==> src/rtl/rd_delay_line.sv <==
// Valid+data shift register: DEPTH cycles latency, no backpressure (always shifts).
// Valid bits are reset so in-flight entries vanish on reset; data bits are not.
module rd_delay_line #(
    parameter int W     = 16,
    parameter int DEPTH = 2
) (
    input  logic         i_clk,
    input  logic         i_rst,
    input  logic         i_vld,
    input  logic [W-1:0] i_dat,
    output logic         o_vld,
    output logic [W-1:0] o_dat
);

    logic [DEPTH-1:0] vld_q;
    logic [W-1:0]     dat_q [DEPTH];

    always_ff @(posedge i_clk or posedge i_rst) begin
        if (i_rst) begin
            vld_q <= '0;
        end else begin
            vld_q[0] <= i_vld;
            for (int i = 1; i < DEPTH; i++) begin
                vld_q[i] <= vld_q[i-1];
            end
        end
    end

    always_ff @(posedge i_clk) begin
        dat_q[0] <= i_dat;
        for (int i = 1; i < DEPTH; i++) begin
            dat_q[i] <= dat_q[i-1];
        end
    end

    assign o_vld = vld_q[DEPTH-1];
    assign o_dat = dat_q[DEPTH-1];

endmodule

==> config.mk <==
export PLATFORM = sky130hd
export DESIGN_NAME = rd_delay_line
export DESIGN_NICKNAME = d
export VERILOG_FILES = /design/src/rtl/rd_delay_line.sv
export SDC_FILE = /design/constraint.sdc
export NUM_CORES = 1
export LEC_CHECK = 0
export CAP_MARGIN = 20
export CORE_MARGIN = 4
export CORE_UTILIZATION = 42
export CTS_CLUSTER_DIAMETER = 150
export DETAILED_ROUTE_END_ITERATION = 10
export PLACE_DENSITY_LB_ADDON = 0.15
export REMOVE_ABC_BUFFERS = 1
export SYNTH_ARGS = -nofsm -noshare
export SYNTH_HDL_FRONTEND = slang
export SYNTH_SLANG_ARGS = --single-unit
==> constraint.sdc <==
create_clock -name i_clk -period 1.73 [get_ports i_clk]
set_input_delay 0.519 -clock i_clk [delete_from_list [all_inputs] [get_ports i_clk]]
set_output_delay 0.519 -clock i_clk [all_outputs]
set_load 0.02 [all_outputs]
==> results.py <==
metrics = {
    "run_status": {
        "outcome": "completed",
    },
    "min_path": {
        "hp-class": "register to register",
        "holdPathStages": 0,
    },
    "floorplan": {
        "rows": 15,
        "die_y_microns": 52.0,
        "initial_utilization_pct": 45.7,
        "ioPinCount": 36,
        "design.core.area_sq_mm": 0.00178,
        "dieArea_sq_mm": 0.00271,
        "dieWidth_microns": 52.0,
    },
    "power": {
        "vdd_drop_max_uv": 753,
        "leakage_nw": 0.503,
        "powerDensity_mw_per_mm2": 1250,
    },
    "setup_path": {
        "rr_worst_depth": 0,
        "path_max_fanout": 1,
        "critical_path_class": "register to primary output",
        "crit_cells": 1,
        "endpoint_kind": "primary output",
        "critical_path_buf_inv_count": 1,
        "critical-path-slowest-cell": "dfrtp_1",
        "critPathArrivalTime_ns": 0.99,
        "critPathTopFamily": "flip-flops",
        "cp.required_ns": 1.21,
        "critPathLaunchType": "register",
        "cpPeakStageDelay_ns": 0.37,
        "path_cells": "dlygate4sd2_1",
    },
    "clock_tree": {
        "hold_buffers": 0,
        "clock_sinks": 34,
        "cts_tree": "built",
        "htree_levels": 2,
        "numCtsBuffers": 5,
        "clk_pin_slew_ns": 0.09,
        "clock_path_buffers": 2,
        "clockRootBuffer": "clkbuf_4",
        "worstSkewPairLatency_ns": 0.31,
    },
    "routing": {
        "vias": 378,
        "avgViaCountPerCell": 3.67,
        "drt_pre_antenna_iters": 3,
        "finalWirelength_microns": 970,
        "drt-initial-drc-count": 1,
        "antenna_left": 0,
        "drc": 0,
        "wl_per_cell_microns": 9.42,
    },
    "synthesis": {
        "muxShareOfSynthArea_pct": 0,
        "synth_cells": 51,
        "synthSimpleGateAreaFrac_pct": 0,
        "yosys.area.top_type": "dfxtp_1",
        "synth_warnings": 0,
        "ys_seq_elements": 34,
        "synth_compound_area_share_pct": 0,
        "synth_xor_area_share_pct": 0,
        "synth_area_leaders": "dfxtp_1 79%, buf_4 15%, dfrtp_1 6.1%, inv_1 0.46%",
        "syn_avg_cell_area_sq_um": 16.0,
        "ys_seq_area_share_pct": 84.8,
        "synth-adder-area-share_pct": 0,
        "syn-cell-area_sq_um": 815,
        "yosys.area.top_type_share_pct": 78.6,
        "synth_cell_types": 4,
        "synth_top_family_by_area": "buffers and inverters",
    },
    "global_route": {
        "grt_overflow": 0,
        "grt_use_total_pct": 9.15,
        "grt_use_met2_pct": 14.0,
        "gr-usage-met3_pct": 8.88,
        "grtUsageMet1_pct": 6.87,
        "grt_antenna_before_repair": 0,
        "grt_max_degree": 11,
        "grt_busiest_layer": "met2",
        "grt_pass1_vias": 365,
        "grt_pass1_wl_mm": 1.54,
    },
    "sta": {
        "layout_worst_path_cycle_share_pct": 87.3,
        "tightestPinTransition_ns": 0.224,
        "rsz0062_at_grt": "no",
        "fin_skew_ns": 0.000336,
        "hold_viol_final": 0,
        "period_needed_ns": 1.51,
        "slew_headroom_pct": 85.1,
        "setup_violations": 0,
        "fin_ws_ns": 0.220,
        "final.setup.tns_ns": 0,
        "max_freq_mhz": 662,
        "drv_slew": 0,
    },
    "finish": {
        "multi_input_cells": 0,
        "mostFrequentLayoutCells": "32 x dfxtp_1, 18 x clkdlybuf4s50_1, 17 x dlygate4sd2_1",
        "fin_nets": 96,
        "final_common_cell": "dfxtp_1",
        "drive_gt1_share_pct": 10.3,
        "syn_to_final_growth_pct": 39.2,
        "diodes": 0,
        "post-route-util_pct": 63.6,
        "multiInputGateArea_sq_um": 0,
    },
    "job": {
        "maxCapViolations": 0,
    },
    "placement": {
        "gp_congestion": 0.622,
        "pre_cts_ws_ns": 0.307,
        "dp_hpwl_microns": 752,
        "io_buffers": 35,
    },
}
metrics by stage:
step	std cells	hold slack [ns]	total power, mW	cell area (sq um)
after CTS	103	0.317	1.45	1130
after global placement	95	0.310	0.959	1080
after floorplan	35	0.260	0.879	694
after global routing	103	0.327	1.51	1130
after detailed placement	95	0.312	0.961	1080
final	103	0.331	1.42	1130
final timing paths:
kind,start,end,slack [ns]
worst min-delay path,dat_q[0][9]$_DFF_P_,dat_q[0][25]$_DFF_P_,0.33
worst max-delay path,vld_q[1]$_DFF_PP0_,o_vld,0.22
worst min register to register,dat_q[0][9]$_DFF_P_,dat_q[0][25]$_DFF_P_,0.33
min in group asynchronous,i_rst,vld_q[0]$_DFF_PP0_,0.34
max in group asynchronous,i_rst,vld_q[1]$_DFF_PP0_,1.29
worst max register to register,vld_q[0]$_DFF_PP0_,vld_q[1]$_DFF_PP0_,1.25
layout make-up:
class                 instances  area [sq um]
Tap cell                     25          31.3
Clock buffer                  8          78.8
Timing Repair Buffer         35           329
Sequential cell              34           691
Fill cell                   151           649
Inverter                      1          3.75
layer usage:
| layer | part of all wire, % | vias to the layer above | routed length [microns] |
|---|---|---|---|
| met3 | 15 | 2 | 146 |
| met1 | 28 | 163 | 271 |
| met4 | 1.8 | 0 | 17 |
| met2 | 55 | 24 | 535 |
| li1 | - | 189 | - |
| met5 | 0 | - | 0 |
flip-flops by register name, summed over array words and instances (netlist names):
| register | flops |
|---|---|
| dat_q | 32 |
| vld_q | 2 |
synth_stat cells, drive strengths merged:
master,count
inv,1
dfxtp,32
buf,16
dfrtp,2
power breakdown:
part	internal (mW)	switching (mW)
sequential	0.824	0.00792
clock	0.277	0.220
combinational	0.0539	0.0387
logic make-up after synthesis:
group,count (synthesis)
buf+inv,17
flops,34
timing repair:
item | in CTS | in global routing
setup endpoints to repair | 17 | 0
setup buffers | 0 | 0
resized for setup | 17 | 0
No activity file was read; power rests on OpenSTA's default activity.
